===== config.mk =====
export PLATFORM = sky130hd
export DESIGN_NAME = seg7_scan_ctrl
export DESIGN_NICKNAME = d
export VERILOG_FILES = /design/src/rtl/seg7_scan_ctrl_pkg.sv /design/src/rtl/seg7_hex_decode.sv /design/src/rtl/seg7_scan_ctrl.sv
export SDC_FILE = /design/constraint.sdc
export NUM_CORES = 1
export LEC_CHECK = 0
export BUFFER_PORTS_ARGS = -buffer_cell sky130_fd_sc_hd__buf_2
export CORE_MARGIN = 10
export CORE_UTILIZATION = 30
export DETAILED_ROUTE_END_ITERATION = 8
export HOLD_SLACK_MARGIN = 0.12
export PLACE_DENSITY_LB_ADDON = 0.08
export SLEW_MARGIN = 20
export SYNTH_ARGS = -nofsm -noshare
export SYNTH_HDL_FRONTEND = slang
export SYNTH_SLANG_ARGS = --single-unit

===== constraint.sdc =====
create_clock -name i_clk -period 4 [get_ports i_clk]
set_input_delay 0.2 -clock i_clk [delete_from_list [all_inputs] [get_ports i_clk]]
set_output_delay 0.2 -clock i_clk [all_outputs]
set_load 0.05 [all_outputs]

===== src/rtl/seg7_scan_ctrl_pkg.sv =====
// Shared types and constants for the multiplexed seven-segment scan controller.
// Segment patterns are active-low in bit order g..a ([6:0]).
package seg7_scan_ctrl_pkg;

  typedef enum logic [1:0] {
    ST_IDLE  = 2'b00,
    ST_BLANK = 2'b01,
    ST_SHOW  = 2'b10
  } state_e;

  localparam logic [7:0] LEDS_OFF  = 8'hFF;
  localparam logic [6:0] SEG_BLANK = 7'b1111111;

  localparam logic [6:0] SEG_0 = 7'b1000000;
  localparam logic [6:0] SEG_1 = 7'b1111001;
  localparam logic [6:0] SEG_2 = 7'b0100100;
  localparam logic [6:0] SEG_3 = 7'b0110000;
  localparam logic [6:0] SEG_4 = 7'b0011001;
  localparam logic [6:0] SEG_5 = 7'b0010010;
  localparam logic [6:0] SEG_6 = 7'b0000010;
  localparam logic [6:0] SEG_7 = 7'b1111000;
  localparam logic [6:0] SEG_8 = 7'b0000000;
  localparam logic [6:0] SEG_9 = 7'b0011000;
  localparam logic [6:0] SEG_A = 7'b0001000;
  localparam logic [6:0] SEG_B = 7'b0000011;
  localparam logic [6:0] SEG_C = 7'b0100111;
  localparam logic [6:0] SEG_D = 7'b0100001;
  localparam logic [6:0] SEG_E = 7'b0000110;
  localparam logic [6:0] SEG_F = 7'b0001110;

endpackage


===== src/rtl/seg7_hex_decode.sv =====
// Combinational hex nibble to active-low seven-segment pattern.
module seg7_hex_decode
  import seg7_scan_ctrl_pkg::*;
(
  input  logic [3:0] nibble,
  output logic [6:0] seg
);

  // Table lookup of the glyph for one nibble
  always_comb begin
    seg = SEG_BLANK;
    case (nibble)
      4'h0:    seg = SEG_0;
      4'h1:    seg = SEG_1;
      4'h2:    seg = SEG_2;
      4'h3:    seg = SEG_3;
      4'h4:    seg = SEG_4;
      4'h5:    seg = SEG_5;
      4'h6:    seg = SEG_6;
      4'h7:    seg = SEG_7;
      4'h8:    seg = SEG_8;
      4'h9:    seg = SEG_9;
      4'hA:    seg = SEG_A;
      4'hB:    seg = SEG_B;
      4'hC:    seg = SEG_C;
      4'hD:    seg = SEG_D;
      4'hE:    seg = SEG_E;
      4'hF:    seg = SEG_F;
      default: seg = SEG_BLANK;
    endcase
  end

endmodule


===== src/rtl/seg7_scan_ctrl.sv =====
// Multiplexed seven-segment scan controller with double-buffered display data,
// per-slot anode dead time and optional leading-zero suppression.
module seg7_scan_ctrl
  import seg7_scan_ctrl_pkg::*;
#(
  parameter int NUM_DIGITS   = 4,
  parameter int TICK_DIV     = 50000,
  parameter int BLANK_CYCLES = 1000
) (
  input  logic                    i_clk,
  input  logic                    i_rst,
  input  logic                    i_enable,
  input  logic [4*NUM_DIGITS-1:0] i_value,
  input  logic [NUM_DIGITS-1:0]   i_dp,
  input  logic                    i_load,
  input  logic                    i_lz_blank,
  output logic [7:0]              o_leds,
  output logic [NUM_DIGITS-1:0]   o_anode,
  output logic                    o_frame
);

  localparam int CW = $clog2(TICK_DIV);
  localparam int IW = $clog2(NUM_DIGITS);
  localparam logic [CW-1:0] CNT_LAST   = CW'(TICK_DIV - 1);
  localparam logic [CW-1:0] CNT_PRE    = CW'(TICK_DIV - 2);
  localparam logic [CW-1:0] BLANK_LAST = CW'(BLANK_CYCLES - 1);
  localparam logic [CW-1:0] CNT_ONE    = CW'(1'b1);
  localparam logic [IW-1:0] IDX_LAST   = IW'(NUM_DIGITS - 1);
  localparam logic [IW-1:0] IDX_ONE    = IW'(1'b1);
  localparam logic [IW-1:0] IDX_ZERO   = {IW{1'b0}};
  localparam logic [CW-1:0] CNT_ZERO   = {CW{1'b0}};
  localparam logic [NUM_DIGITS-1:0] ANODE_OFF = {NUM_DIGITS{1'b1}};
  localparam logic [NUM_DIGITS-1:0] ONE_HOT0  = {{(NUM_DIGITS-1){1'b0}}, 1'b1};

  state_e                  state_r;
  state_e                  state_nxt_s;
  logic [CW-1:0]           cnt_r;
  logic [CW-1:0]           cnt_nxt_s;
  logic [IW-1:0]           idx_r;
  logic [IW-1:0]           idx_nxt_s;
  logic                    frame_r;
  logic                    frame_nxt_s;

  logic [4*NUM_DIGITS-1:0] pend_val_r;
  logic [NUM_DIGITS-1:0]   pend_dp_r;
  logic [4*NUM_DIGITS-1:0] shadow_val_r;
  logic [NUM_DIGITS-1:0]   shadow_dp_r;

  logic [3:0]              nibble_s;
  logic [6:0]              seg_s;
  logic [NUM_DIGITS-1:0]   lz_zero_s;
  logic                    blank_digit_s;
  logic [7:0]              leds_nxt_s;
  logic [NUM_DIGITS-1:0]   anode_nxt_s;
  logic [7:0]              leds_r;
  logic [NUM_DIGITS-1:0]   anode_r;

  // Scan state, slot counter, digit index and frame marker registers
  always_ff @(posedge i_clk) begin
    if (i_rst) begin
      state_r <= ST_IDLE;
      cnt_r   <= CNT_ZERO;
      idx_r   <= IDX_ZERO;
      frame_r <= 1'b0;
    end else begin
      state_r <= state_nxt_s;
      cnt_r   <= cnt_nxt_s;
      idx_r   <= idx_nxt_s;
      frame_r <= frame_nxt_s;
    end
  end

  // Next-state logic for the slot sequencer
  always_comb begin
    state_nxt_s = state_r;
    cnt_nxt_s   = cnt_r;
    idx_nxt_s   = idx_r;
    if (!i_enable) begin
      state_nxt_s = ST_IDLE;
      cnt_nxt_s   = CNT_ZERO;
      idx_nxt_s   = IDX_ZERO;
    end else begin
      case (state_r)
        ST_IDLE: begin
          state_nxt_s = ST_BLANK;
          cnt_nxt_s   = CNT_ZERO;
          idx_nxt_s   = IDX_ZERO;
        end
        ST_BLANK: begin
          cnt_nxt_s = cnt_r + CNT_ONE;
          if (cnt_r == BLANK_LAST) begin
            state_nxt_s = ST_SHOW;
          end else begin
            state_nxt_s = ST_BLANK;
          end
        end
        ST_SHOW: begin
          if (cnt_r == CNT_LAST) begin
            state_nxt_s = ST_BLANK;
            cnt_nxt_s   = CNT_ZERO;
            if (idx_r == IDX_LAST) begin
              idx_nxt_s = IDX_ZERO;
            end else begin
              idx_nxt_s = idx_r + IDX_ONE;
            end
          end else begin
            cnt_nxt_s = cnt_r + CNT_ONE;
          end
        end
        default: begin
          state_nxt_s = ST_IDLE;
          cnt_nxt_s   = CNT_ZERO;
          idx_nxt_s   = IDX_ZERO;
        end
      endcase
    end
  end

  // Registered so that o_frame is high during the final SHOW cycle of the last digit
  always_comb begin
    if (i_enable && (state_r != ST_IDLE) && (cnt_r == CNT_PRE) && (idx_r == IDX_LAST)) begin
      frame_nxt_s = 1'b1;
    end else begin
      frame_nxt_s = 1'b0;
    end
  end

  // Pending/shadow double buffer; shadow only changes at a frame boundary or while dark
  always_ff @(posedge i_clk) begin
    if (i_rst) begin
      pend_val_r   <= {(4*NUM_DIGITS){1'b0}};
      pend_dp_r    <= {NUM_DIGITS{1'b0}};
      shadow_val_r <= {(4*NUM_DIGITS){1'b0}};
      shadow_dp_r  <= {NUM_DIGITS{1'b0}};
    end else if ((state_r == ST_IDLE) && i_load) begin
      pend_val_r   <= i_value;
      pend_dp_r    <= i_dp;
      shadow_val_r <= i_value;
      shadow_dp_r  <= i_dp;
    end else if (frame_r) begin
      if (i_load) begin
        pend_val_r   <= i_value;
        pend_dp_r    <= i_dp;
        shadow_val_r <= i_value;
        shadow_dp_r  <= i_dp;
      end else begin
        shadow_val_r <= pend_val_r;
        shadow_dp_r  <= pend_dp_r;
      end
    end else if (i_load) begin
      pend_val_r <= i_value;
      pend_dp_r  <= i_dp;
    end
  end

  assign nibble_s = shadow_val_r[{idx_r, 2'b00} +: 4];

  seg7_hex_decode u_decode (
    .nibble (nibble_s),
    .seg    (seg_s)
  );

  // lz_zero_s[k]: nibble k and every more significant nibble are zero
  always_comb begin
    lz_zero_s = {NUM_DIGITS{1'b0}};
    lz_zero_s[NUM_DIGITS-1] = (shadow_val_r[4*NUM_DIGITS-1 -: 4] == 4'h0);
    for (int k = NUM_DIGITS - 2; k >= 0; k--) begin
      lz_zero_s[k] = lz_zero_s[k+1] && (shadow_val_r[4*k +: 4] == 4'h0);
    end
  end

  assign blank_digit_s = i_lz_blank && (idx_r != IDX_ZERO) && lz_zero_s[idx_r];

  // Output pattern for the current slot
  always_comb begin
    leds_nxt_s  = LEDS_OFF;
    anode_nxt_s = ANODE_OFF;
    if (state_r == ST_SHOW) begin
      anode_nxt_s = ~(ONE_HOT0 << idx_r);
      if (blank_digit_s) begin
        leds_nxt_s = {~shadow_dp_r[idx_r], SEG_BLANK};
      end else begin
        leds_nxt_s = {~shadow_dp_r[idx_r], seg_s};
      end
    end else begin
      leds_nxt_s  = LEDS_OFF;
      anode_nxt_s = ANODE_OFF;
    end
  end

  // Glitch-free registered segment and anode drive
  always_ff @(posedge i_clk) begin
    if (i_rst) begin
      leds_r  <= LEDS_OFF;
      anode_r <= ANODE_OFF;
    end else begin
      leds_r  <= leds_nxt_s;
      anode_r <= anode_nxt_s;
    end
  end

  assign o_leds  = leds_r;
  assign o_anode = anode_r;
  assign o_frame = frame_r;

endmodule


---- After elaboration in Yosys (flattened, before gate mapping) ----
Memory sizes are Yosys's and may differ from the RTL's. A register that Yosys moved wholly into a read port is not among the register bits.
Index checks and enable logic that the tools add are counted.
storage, ports and cells
  register bits after elaboration ......... 66
  memory bits (read-only) ................. 112
  bits of input ports ..................... 25
  output and inout bits ................... 13
  logic and storage cells ................. 70
  memories kept ........................... 1
memories
  name             words  width  rd ports  clocked after Yosys merged registers in  wr ports  line                   RTL
  (no name shown)  16     7      1         1                                        0         seg7_hex_decode.sv:12  case (nibble)
cells by class
  add/sub/neg operators ................... 2
  order comparisons ....................... 1
  eq/ne operators ......................... 7
  shift operators ......................... 2
  mux-type cells .......................... 21
  bitwise gates (word level) .............. 5
  reductions and logical operators ........ 21
operators with widths
  cell                     number
  $mux W16                 5
  $eq A16 B16 Y1 const B   2
  $pmux W16 S2             1
  $add A16 B1 Y16 const B  1
  $eq A16 B10 Y1 const B   1
  $logic_not A4 Y1         4
  $mux W4                  4
  $shiftx A16 B5 Y4        1
  $logic_and A1 B1 Y1      9
  $mux W2                  4
  $pmux W2 S3              1
  $reduce_bool A2 Y1       3
  $bmux W1 S2              2
  $eq A2 B2 Y1 const B     2
  $not A1 Y1               4
  $not A4 Y4               1
  $pmux W2 S2              1
  $reduce_or A2 Y1         2
  $shl A1 B2 Y4 const A    1
  $lt A2 B3 Y1 const B     1
  $mux W1                  3
  $reduce_or A3 Y1         1
  $add A2 B1 Y2 const B    1
  $eq A2 B1 Y1 const B     1
  other kinds (3)          3

---- Logic depth before layout (Yosys ltp) ----
Gate-level depths: netlist of run 1.
  word-level depth ........................ 8
  gate-level depth with buffers ........... 8
  depth with buffers taken out ............ 7

---- Modules after synthesis ----
A second synthesis of run 1 with hierarchy kept.
unflattened totals
  cells, all modules ...................... 332
  area, all modules ....................... 3266.9 um^2
modules (own cells, without submodules)
  module           instances  cells an instance  area each (um^2)  seq. area each (um^2)
  seg7_scan_ctrl   1          301                3036.7            1461.4
  seg7_hex_decode  1          31                 230.2             0.0

---- Worst setup path after synthesis of run 1 ----
No wires, ideal clock.
  path kind ............................... reg-to-reg
  from .................................... register idx_r[0]
  to ...................................... register leds_r[3], in the netlist o_leds[3]
  setup time .............................. 132 ps
  data arrival time ....................... 1966 ps
  required time ........................... 3868 ps
  slack ................................... 1902 ps
  stages on the path, launching flop included .. 9
  buffers on the path ..................... 1
  period minus slack after synthesis ...... 2098 ps
  path through ............................ dfxtp_1 > buf_2 > mux4_2 > inv_1 > ha_1 > nand2_1 > mux2i_1 > a211oi_1 > o211ai_1
on the way
  word-level cells in the longest chain between the ends .. 4
  elaborated cells between the ends (all ways) .. 7
  those cells by class .................... shift (1); mux (2); reduce/logical (4)
ends and longest elaborated chain
  what                                                                         line                   RTL
  from (decl)                                                                  seg7_scan_ctrl.sv:39   logic [IW-1:0] idx_r;
  from (signal assigned)                                                       seg7_scan_ctrl.sv:68   idx_r <= idx_nxt_s;
  $bmux W1 S2 / $reduce_bool A2 Y1 (equally long branches)                     seg7_scan_ctrl.sv:172  assign blank_digit_s = i_lz_blank && (idx_r != IDX_ZERO) && lz_zero_s[idx_r];
  $mux W1 (implied by the code) / $logic_and A1 B1 Y1 (equally long branches)  seg7_scan_ctrl.sv:172
  $logic_and A1 B1 Y1                                                          seg7_scan_ctrl.sv:172
  $reduce_or A3 Y1 (no line)                                                   -
  to (signal assigned)                                                         seg7_scan_ctrl.sv:197  leds_r <= leds_nxt_s;
  to (decl)                                                                    seg7_scan_ctrl.sv:55   logic [7:0] leds_r;
Parallel ways exist; a longest one is shown, timed or not. The select of a mux whose other input is x is not followed.
A chain may end at the register's enable or synchronous reset.

---- Worst setup path in the final report of run 1 ----
Ends and elaborated chain as after synthesis.

==> flow_metrics.py, run 1 <==
metrics = {
    "placed_design": {
        "place_ws_ns": 1.62,
        "place.detailed.hpwl_mm": 5.18,
        "gp_congestion": 0.765,
        "port_buffers": 37,
    },
    "floorplanning": {
        "fp.dieArea_um2": 15200,
        "die_h_um": 123,
        "top_level_ports": 38,
        "start_util_pct": 30.8,
        "fp.dieW_um": 123,
        "rows": 37,
        "core_area_um2": 10400,
    },
    "critical_path": {
        "start_kind": "flip-flop",
        "path_max_fanout": 12,
        "path_class": "reg -> reg",
        "path_delay_family": "multiplexers",
        "path_cells": "mux4_2 -> inv_1 -> ha_1 -> nand2_1 -> mux2i_1 -> a211oi_1 -> o211ai_1",
        "worstPathRequired_ns": 4.19,
        "cpPeakStageDelay_ns": 0.66,
        "cp.buffers_inverters": 1,
        "arrival_ns": 2.55,
        "cp_slowest_cell": "dfxtp_1",
        "crit_path_end_kind": "flip-flop",
    },
    "synthesis": {
        "synth-edff-count": 0,
        "syn_area_um2": 3200,
        "synth_top_family_by_area": "simple AND/OR/NAND/NOR gates",
        "synth_nets": 373,
        "synth_common_cells": "dfxtp_1, nor2_1, mux2i_1, a211oi_1, nor3_1",
        "synth_largest_area_cell": "dfxtp_1",
        "synth_ff_type": "dfxtp_1",
        "yosysUniqueCellTypes": 41,
        "post-synth-top-count-cell": "dfxtp_1",
        "async_flop_share_pct": 0,
        "netlist.area_leader.share_pct": 45.7,
        "ys.warnings.count": 0,
        "yosys.area_share.simple_pct": 19.0,
        "synth_xor_area_share_pct": 3.84,
        "synth_fa_ha_area_share_pct": 5.87,
        "avgSynthCellArea_um2": 9.60,
        "netlist_instances": 333,
        "ys_ff_latch": 73,
        "synthMuxAreaShare_pct": 11.1,
        "synth.area.top_cells": "dfxtp_1, mux2i_1, ha_1",
        "synth_compound_area_share_pct": 10.4,
        "synth_seq_area_share_pct": 45.7,
    },
    "power_and_ir_drop": {
        "switching_share_pct": 23.6,
        "pwr-share-seq_pct": 49.2,
        "power_frac_comb_pct": 8.5,
        "vdd_drop_max_uv": 160,
        "internal-power_mw": 1.20,
        "power_density_nw_per_um2": 420,
        "p_leak_nw": 1.34,
        "p_total_mw": 1.57,
        "p_sw_mw": 0.370,
        "clkPwrFrac_pct": 42.3,
    },
    "grt": {
        "antenna_found_initial": 0,
        "gr-total-overflow": 0,
        "grt_max_degree": 43,
        "grt_first_pass_wirelength_mm": 12.4,
        "grt_pass1_vias": 2431,
        "grtUsageTotal_pct": 10.1,
    },
    "clock_network": {
        "clock_latency_ns": 0.34,
        "postCtsResizedCells": 0,
        "numCtsBuffers": 9,
        "htreeDepth": 3,
        "tritoncts": "built",
        "postCtsSetupRepairBufs": 0,
        "cts_root_buf": "clkbuf_8",
        "clock_sinks": 73,
        "clk_pin_slew_ns": 0.08,
        "cts_max_path_buffers": 2,
    },
    "layout": {
        "antenna_cells": 0,
        "final_core_util_pct": 36.0,
        "drive_above_1_share_pct": 17.1,
        "fin_nets": 404,
        "area_growth_pct": 16.8,
    },
    "timing": {
        "slew_viol_final": 0,
        "hold_violations": 0,
        "max_freq_mhz": 423,
        "finalCriticalPeriod_ns": 2.36,
        "fin_tns_setup_ns": 0,
        "max-slew-margin-rel_pct": 46.8,
        "worst_slack_ns": 1.64,
        "setup_viol": 0,
        "rsz0062_at_grt": "false",
        "skew_ns": 0.0137,
        "worstMarginPinSlew_ns": 0.799,
        "fin_crit_sh_pct": 59.1,
    },
    "detailed_routing": {
        "drtPass1Iterations": 4,
        "via_per_inst": 4.73,
        "dr_total_vias": 2391,
        "drt-met1-wl_mm": 3.94,
        "wl_per_cell_um": 14.4,
        "wl_met2_mm": 2.90,
        "wl_met3_um": 332,
        "drc": 0,
        "top_layer": "met4",
        "drtIter0Drc": 117,
        "wl_mm": 7.27,
        "ant_nets": 0,
    },
    "flow_run": {
        "max-cap-violations": 0,
    },
    "status": {
        "status": "completed",
    },
    "min_path": {
        "min_path_type": "in -> reg",
    },
}
worst reg2reg max path: cells and delay by family (launching register included):
family / cells / cell delay, ns
mux: 2 / 0.70
simple gates: 1 / 0.09
flops: 1 / 0.66
buf+inv: 1 / 0.15
fa+ha+maj: 1 / 0.31
compound gates: 2 / 0.31
cells by family after synthesis:
| group | after synthesis |
|---|---|
| AO/OA/AOI/OAI | 44 |
| XOR/XNOR | 14 |
| adder cells (fa/ha/maj) | 15 |
| buffers and inverters | 33 |
| flip-flops | 73 |
| multiplexers | 29 |
| AND/OR/NAND/NOR | 125 |
final cells by class:
| cell class | count | area [um2] |
|---|---|---|
| Tap cell | 136 | 170 |
| Inverter | 13 | 48.8 |
| Fill cell | 1101 | 6640 |
| Clock buffer | 12 | 155 |
| Clock inverter | 4 | 75.1 |
| Multi-Input combinational cell | 227 | 1600 |
| Timing Repair Buffer | 40 | 220 |
| Sequential cell | 73 | 1460 |
per-layer routing:
metal	up-vias	global-route usage, %
li1	1246	-
met1	1089	14.3
met2	46	14.0
met3	10	2.69
met4	0	4.29
met5	-	0
worst paths after layout:
path | from | end | slack (ns) | depth (start not counted)
setup / recovery | idx_r[0]$_SDFFE_PP0P_ | o_leds[3]$_SDFF_PP1_ | 1.64 | 7
hold / removal | i_value[4] | pend_val_r[4]$_SDFF_PP0_ | 0.13 | 3
setup reg to reg | idx_r[0]$_SDFFE_PP0P_ | o_leds[3]$_SDFF_PP1_ | 1.64 | 7
hold reg to reg | pend_dp_r[3]$_SDFF_PP0_ | pend_dp_r[3]$_SDFF_PP0_ | 0.50 | 2
power groups by stage:
stage	Clock [mW]	Sequential [mW]	Combinational, mW
floorplan	0	0.782	0.101
global placement	0	0.789	0.130
detailed placement	0	0.789	0.134
CTS	0.686	0.772	0.135
global route	0.719	0.775	0.152
finish	0.662	0.772	0.133
placed cells by master (no fill, tap or decap), types with 3 or more instances in the layout:
cell      instances
a211oi_1         22
a21oi_1           3
buf_2            37
clkbuf_8         11
dfxtp_1          73
ha_1             15
inv_1            13
mux2i_1          23
mux4_2            5
nand2_1          20
nand3_1           9
nand4_1           6
nor2_1           47
nor3_1           21
nor4_1           10
o211ai_1          4
o21ai_0           4
xnor2_1          12
repair_timing:
item | CTS | global route
hold endpoints to repair | 2 | 0
hold buffers | 2 | 0
setup endpoints to repair | 0 | 0
registers in the layout, indices dropped and copies added (netlist names):
name and count:
shadow_val_r 16, o_anode 4, shadow_dp_r 4, o_frame 1, pend_val_r 16, o_leds 8
state_r 2, pend_dp_r 4, idx_r 2, cnt_r 16
stage by stage:
step	std cells	hold WS, ns	area (um2)
6_report	505	0.127	3730
5_1_grt	505	0.141	3730
4_1_cts	505	0.121	3730
3_5_place_dp	487	0.484	3480
3_3_place_gp	486	0.470	3470
2_1_floorplan	333	0.367	3200
(Power assumes the default switching activity.)
==> run 2: changes to the inputs <==
clock period = 1.9 ns   (was 4 ns; I/O delays follow)
==> run 2 against run 1 <==
The run now ends with setup timing left. Routed wire length is 8.0% higher. Combinational power grew to 2.7 times the previous value. Sequential power is 110% higher. Hold slack better by 0.064 ns. First-iteration DRC count is 13% higher. Worst setup slack worse by 1.7 ns. Clock-buffer cell count is 1 lower. Largest cell class unchanged. Highest routed layer unchanged.
==> flow_metrics.py, run 2 (synthesis results as in run 1) <==
metrics = {
    "critical_path": {
        "arrival_ns": 2.17,
        "cp_slowest_cell": "or4_4",
        "path_cells": "or4bb_1 -> or4_4 -> a21oi_4 -> buf_6 -> nor3_1",
        "path_class": "reg -> reg",
        "path_max_fanout": 9,
        "worstPathRequired_ns": 2.10,
        "cpPeakStageDelay_ns": 0.61,
        "start_kind": "flip-flop",
        "crit_path_end_kind": "flip-flop",
    },
    "detailed_routing": {
        "ant_nets": 0,
        "wl_per_cell_um": 13.9,
        "dr_total_vias": 2641,
        "drtIter0Drc": 132,
        "via_per_inst": 4.69,
        "wl_mm": 7.85,
        "drtPass1Iterations": 4,
        "drc": 0,
    },
    "grt": {
        "grtUsageTotal_pct": 11.1,
        "grt_max_degree": 42,
        "grt_pass1_vias": 2647,
        "grt_first_pass_wirelength_mm": 13.5,
        "antenna_found_initial": 0,
        "gr-total-overflow": 0,
    },
    "clock_network": {
        "tritoncts": "built",
        "clock_sinks": 73,
        "clk_pin_slew_ns": 0.08,
        "cts_max_path_buffers": 2,
        "clock_latency_ns": 0.35,
        "htreeDepth": 3,
        "cts_root_buf": "clkbuf_8",
        "numCtsBuffers": 9,
    },
    "layout": {
        "area_growth_pct": 33.3,
        "multiInputGateArea_um2": 1650,
        "top_regs": "cnt_r x16, pend_val_r x16, shadow_val_r x16",
        "fin_nets": 462,
        "final_common_cell": "dfxtp_1",
        "antenna_cells": 0,
        "drive_above_1_share_pct": 26.9,
        "final_cell_mix": "dfxtp_1, nor2_1, buf_4",
        "regArea_um2": 1470,
        "nFillCells": 1059,
        "final_core_util_pct": 41.1,
    },
    "power_and_ir_drop": {
        "p_sw_mw": 0.818,
        "power_density_nw_per_um2": 767,
        "switching_share_pct": 25.0,
        "internal-power_mw": 2.45,
        "p_total_mw": 3.27,
        "vdd_drop_max_uv": 461,
        "pwr-share-seq_pct": 49.6,
        "clkPwrFrac_pct": 39.5,
        "p_leak_nw": 1.62,
        "power_frac_comb_pct": 10.9,
    },
    "timing": {
        "setup_viol": 19,
        "fin_crit_sh_pct": 104,
        "skew_ns": 0.0114,
        "rsz0062_at_grt": "true",
        "max-slew-margin-rel_pct": 60.5,
        "hold_violations": 0,
        "worst_slack_ns": -0.0735,
        "worstMarginPinSlew_ns": 0.590,
        "finalCriticalPeriod_ns": 1.97,
        "max_freq_mhz": 507,
        "slew_viol_final": 0,
    },
    "floorplanning": {
        "core_area_um2": 10400,
        "rows": 37,
        "die_h_um": 123,
        "fp.dieArea_um2": 15200,
        "fp.dieW_um": 123,
        "start_util_pct": 30.8,
        "top_level_ports": 38,
    },
    "placed_design": {
        "gp_congestion": 0.796,
        "place.detailed.hpwl_mm": 5.71,
        "port_buffers": 37,
    },
    "status": {
        "status": "finished with violations",
        "violations": "setup timing",
    },
    "min_path": {
        "min_path_type": "in -> reg",
    },
    "flow_run": {
        "max-cap-violations": 0,
    },
}
[run 2: cell count changes in the layout (fill, tap and decap cells not counted), moves of 2 or more]
cell           delta
buf_4            +38
buf_6             +2
dfxtp_1           -4
dfxtp_2           +3
dlygate4sd3_1    +18
ha_1              -2
inv_1             -2
[run 2: worst paths after layout]
| path | endpoint | cells past startpoint | from | slack [ns] |
|---|---|---|---|---|
| setup / recovery | cnt_r[4]$_SDFF_PP0_ | 5 | cnt_r[15]$_SDFF_PP0_ | -0.07 |
| hold / removal | state_r[1]$_SDFFE_PP0P_ | 4 | i_rst | 0.19 |
| setup reg to reg | cnt_r[4]$_SDFF_PP0_ | 5 | cnt_r[15]$_SDFF_PP0_ | -0.07 |
| hold reg to reg | pend_dp_r[0]$_SDFF_PP0_ | 2 | pend_dp_r[0]$_SDFF_PP0_ | 0.50 |
[run 2: final cells by class]
cell class / count / area share [%]
multi-input cells: 227 / 38.6
flip-flops and latches: 73 / 34.5
well taps: 136 / 3.99
clock buffers: 11 / 3.55
inverters: 13 / 1.20
repair buffers: 98 / 16.7
clock inverters: 5 / 1.47
[run 2: worst max-delay path, delay by kind of cell, from the launching register on]
kind / cells / cell delay (ns)
buffers and inverters: 1 / 0.16
AND/OR/NAND/NOR: 3 / 1.17
flip-flops: 1 / 0.34
AO/OA/AOI/OAI: 1 / 0.17
[run 2: timing repair]
item / CTS / global route
hold endpoints to repair: 23 / 0
gates resized for setup: 6 / 4
hold buffers: 20 / 0
buffers inserted: 1 / 1
pin swaps: 4 / 5
setup endpoints to repair: 21 / 23
[run 2: per-stage QoR]
step	setup WS (ns)	setup TNS [ns]	hold WS, ns	instance area (um2)	std cells
after floorplan	-0.0957	-1.03	0.262	3220	333
after global placement	-0.0959	-1.09	0.366	3790	525
after detailed placement	-0.0992	-1.42	0.375	3790	525
after CTS	-0.0833	-1.34	0.204	4240	562
after global routing	-0.145	-2.34	0.227	4260	563
final	-0.0735	-1.13	0.192	4260	563
[run 2: metal layers]
layer / vias to the layer above / GRT usage, % / wire [um]
met3: 5 / 3.83 / 374
met1: 1236 / 14.8 / 3980
met5: - / 0 / 0
li1: 1359 / - / -
met2: 41 / 16.7 / 3450
met4: 0 / 2.69 / 46
[run 2: power by group through the flow]
stage          sequential, mW  clock [mW]  combinational, mW
6_report                 1.62        1.29              0.357
2_1_floorplan            1.65           0              0.218
5_1_grt                  1.63        1.40              0.405
3_3_place_gp             1.66           0              0.325
3_5_place_dp             1.66           0              0.326
4_1_cts                  1.62        1.33              0.361
==> run 3: changes to the inputs <==
REMOVE_ABC_BUFFERS = 1   (was not set)
==> run 3 against run 2 <==
The flow still finishes with violations (setup timing). Global-route usage is 0.077 points higher. Hold slack worse by 0.010 ns. Cell count stayed put. Clock-buffer cell count is 1 lower. Clock power hardly changed. Utilization stayed put. Register-to-register slack worse by 0.02 ns. Flip-flop and latch count stayed put. Fmax is 1.2% lower.
==> flow_metrics.py, run 3 (synthesis results as in run 1) <==
metrics = {
    "clock_network": {
        "clock_sinks": 73,
        "cts_max_path_buffers": 2,
        "htreeDepth": 3,
        "cts_root_buf": "clkbuf_8",
        "numCtsBuffers": 9,
        "clock_latency_ns": 0.35,
        "tritoncts": "built",
        "clk_pin_slew_ns": 0.09,
    },
    "critical_path": {
        "cp.buffers_inverters": 1,
        "path_max_fanout": 10,
        "cp_slowest_cell": "or4_4",
        "path_delay_family": "simple AND/OR/NAND/NOR gates",
        "path_cells": "or4b_4 -> or4_4 -> a21oi_4 -> buf_6 -> nor3_1",
        "rr_endpoint": "cnt_r[10]$_SDFF_PP0_",
        "worstPathRequired_ns": 2.14,
        "reg2reg_from": "cnt_r[10]$_SDFF_PP0_",
        "cpPeakStageDelay_ns": 0.60,
        "crit_cells": 5,
        "crit_path_end_kind": "flip-flop",
        "path_class": "reg -> reg",
        "reg2reg_slack_ns": -0.1,
        "start_kind": "flip-flop",
        "r2r_cells": 5,
        "arrival_ns": 2.24,
    },
    "timing": {
        "fin_crit_sh_pct": 105,
        "slew_viol_final": 0,
        "rsz0062_at_grt": "true",
        "worstMarginPinSlew_ns": 0.413,
        "hold_violations": 0,
        "fin_tns_setup_ns": -1.63,
        "max_freq_mhz": 501,
        "max-slew-margin-rel_pct": 72.5,
        "worst_slack_ns": -0.0968,
        "skew_ns": 0.0139,
        "holdWs_ns": 0.182,
        "finalCriticalPeriod_ns": 2.00,
        "setup_viol": 19,
    },
    "layout": {
        "fin_nets": 462,
        "area_growth_pct": 33.3,
        "top_regs": "cnt_r x16, pend_val_r x16, shadow_val_r x16",
        "multiInputGateArea_um2": 1660,
        "drive_above_1_share_pct": 27.2,
        "stdcell_area_um2": 4260,
        "final_common_cell": "dfxtp_1",
        "regArea_um2": 1470,
        "nFillCells": 1075,
        "antenna_cells": 0,
        "final_cell_mix": "dfxtp_1, nor2_1, buf_4",
    },
    "grt": {
        "grt_pass1_vias": 2722,
        "grt_max_degree": 41,
        "grtUsageTotal_pct": 11.2,
        "gr-total-overflow": 0,
        "antenna_found_initial": 0,
        "grt_first_pass_wirelength_mm": 13.6,
    },
    "detailed_routing": {
        "drc": 0,
        "ant_nets": 0,
        "wl_per_cell_um": 14.1,
        "drtPass1Iterations": 4,
        "via_per_inst": 4.74,
        "dr_total_vias": 2670,
        "drtIter0Drc": 128,
        "wl_mm": 7.94,
    },
    "placed_design": {
        "port_buffers": 37,
        "place.detailed.hpwl_mm": 5.62,
        "place_ws_ns": -0.123,
        "place_area_um2": 3760,
        "gp_congestion": 0.791,
    },
    "power_and_ir_drop": {
        "p_sw_mw": 0.856,
        "vdd_drop_max_uv": 298,
        "internal-power_mw": 2.42,
        "p_leak_nw": 1.62,
        "clkPwrFrac_pct": 39.8,
        "switching_share_pct": 26.1,
        "power_frac_comb_pct": 10.8,
        "p_total_mw": 3.28,
        "pwr-share-seq_pct": 49.4,
        "power_density_nw_per_um2": 769,
    },
    "floorplanning": {
        "core_area_um2": 10400,
        "start_util_pct": 30.8,
        "fp.dieArea_um2": 15200,
        "die_h_um": 123,
        "fp.dieW_um": 123,
        "top_level_ports": 38,
        "rows": 37,
    },
    "min_path": {
        "hold_start": "i_rst",
        "worst_hold_path.endpoint": "o_anode[3]$_SDFF_PP1_",
        "whs_path_depth": 4,
        "min_path_type": "in -> reg",
    },
    "status": {
        "violations": "setup timing",
        "status": "finished with violations",
    },
    "flow_run": {
        "max-cap-violations": 0,
    },
}
## run 3: tightest hold or removal path: cells and delay by family
kind          cells  cell delay [ns]
buf+inv           2             0.30
simple gates      2             0.12
## run 3: area by class of cell
type | count | share of cell area, %
Multi-Input combinational cell | 227 | 39.0
Sequential cell | 73 | 34.4
Timing Repair Buffer | 98 | 16.5
Tap cell | 136 | 3.99
Clock buffer | 10 | 3.23
Clock inverter | 6 | 1.70
Inverter | 13 | 1.14
## run 3: repair_timing
| item | CTS | global route |
|---|---|---|
| cloned | 0 | 0 |
| setup buffers | 1 | 1 |
| resized for setup | 11 | 6 |
| setup endpoints to repair | 25 | 24 |
| endpoints found under the hold margin | 22 | 0 |
| pin swaps | 4 | 5 |
| hold buffers | 20 | 0 |
## run 3: how the worst max path moves through the flow
| stage | startpoint | end |
|---|---|---|
| after CTS | cnt_r[13]$_SDFF_PP0_ | cnt_r[10]$_SDFF_PP0_ |
| after floorplan | idx_r[0]$_SDFFE_PP0P_ | o_leds[3]$_SDFF_PP1_ |
| after detailed placement | cnt_r[10]$_SDFF_PP0_ | state_r[1]$_SDFFE_PP0P_ |
| after global routing | cnt_r[10]$_SDFF_PP0_ | cnt_r[1]$_SDFF_PP0_ |
| final | cnt_r[10]$_SDFF_PP0_ | cnt_r[10]$_SDFF_PP0_ |
| after global placement | cnt_r[10]$_SDFF_PP0_ | state_r[1]$_SDFFE_PP0P_ |
## run 3: power groups by stage
stage / Clock, mW / Combinational, mW / Sequential, mW
4_1_cts: 1.35 / 0.353 / 1.62
2_1_floorplan: 0 / 0.185 / 1.65
3_5_place_dp: 0 / 0.309 / 1.66
6_report: 1.30 / 0.354 / 1.62
3_3_place_gp: 0 / 0.306 / 1.66
5_1_grt: 1.43 / 0.400 / 1.63
## run 3: stage by stage
step / utilization, % / std cells
after floorplan: - / 313
after global placement: 36.3 / 525
after detailed placement: 36.3 / 525
after CTS: 40.8 / 562
after global routing: 41.1 / 563
final: 41.1 / 563
## run 3: layer usage
layer,track usage (%),up-vias,wire [um]
li1,-,1367,-
met1,14.1,1251,3810
met2,17.3,38,3610
met3,3.14,14,382
met4,5.17,0,140
met5,0,-,0
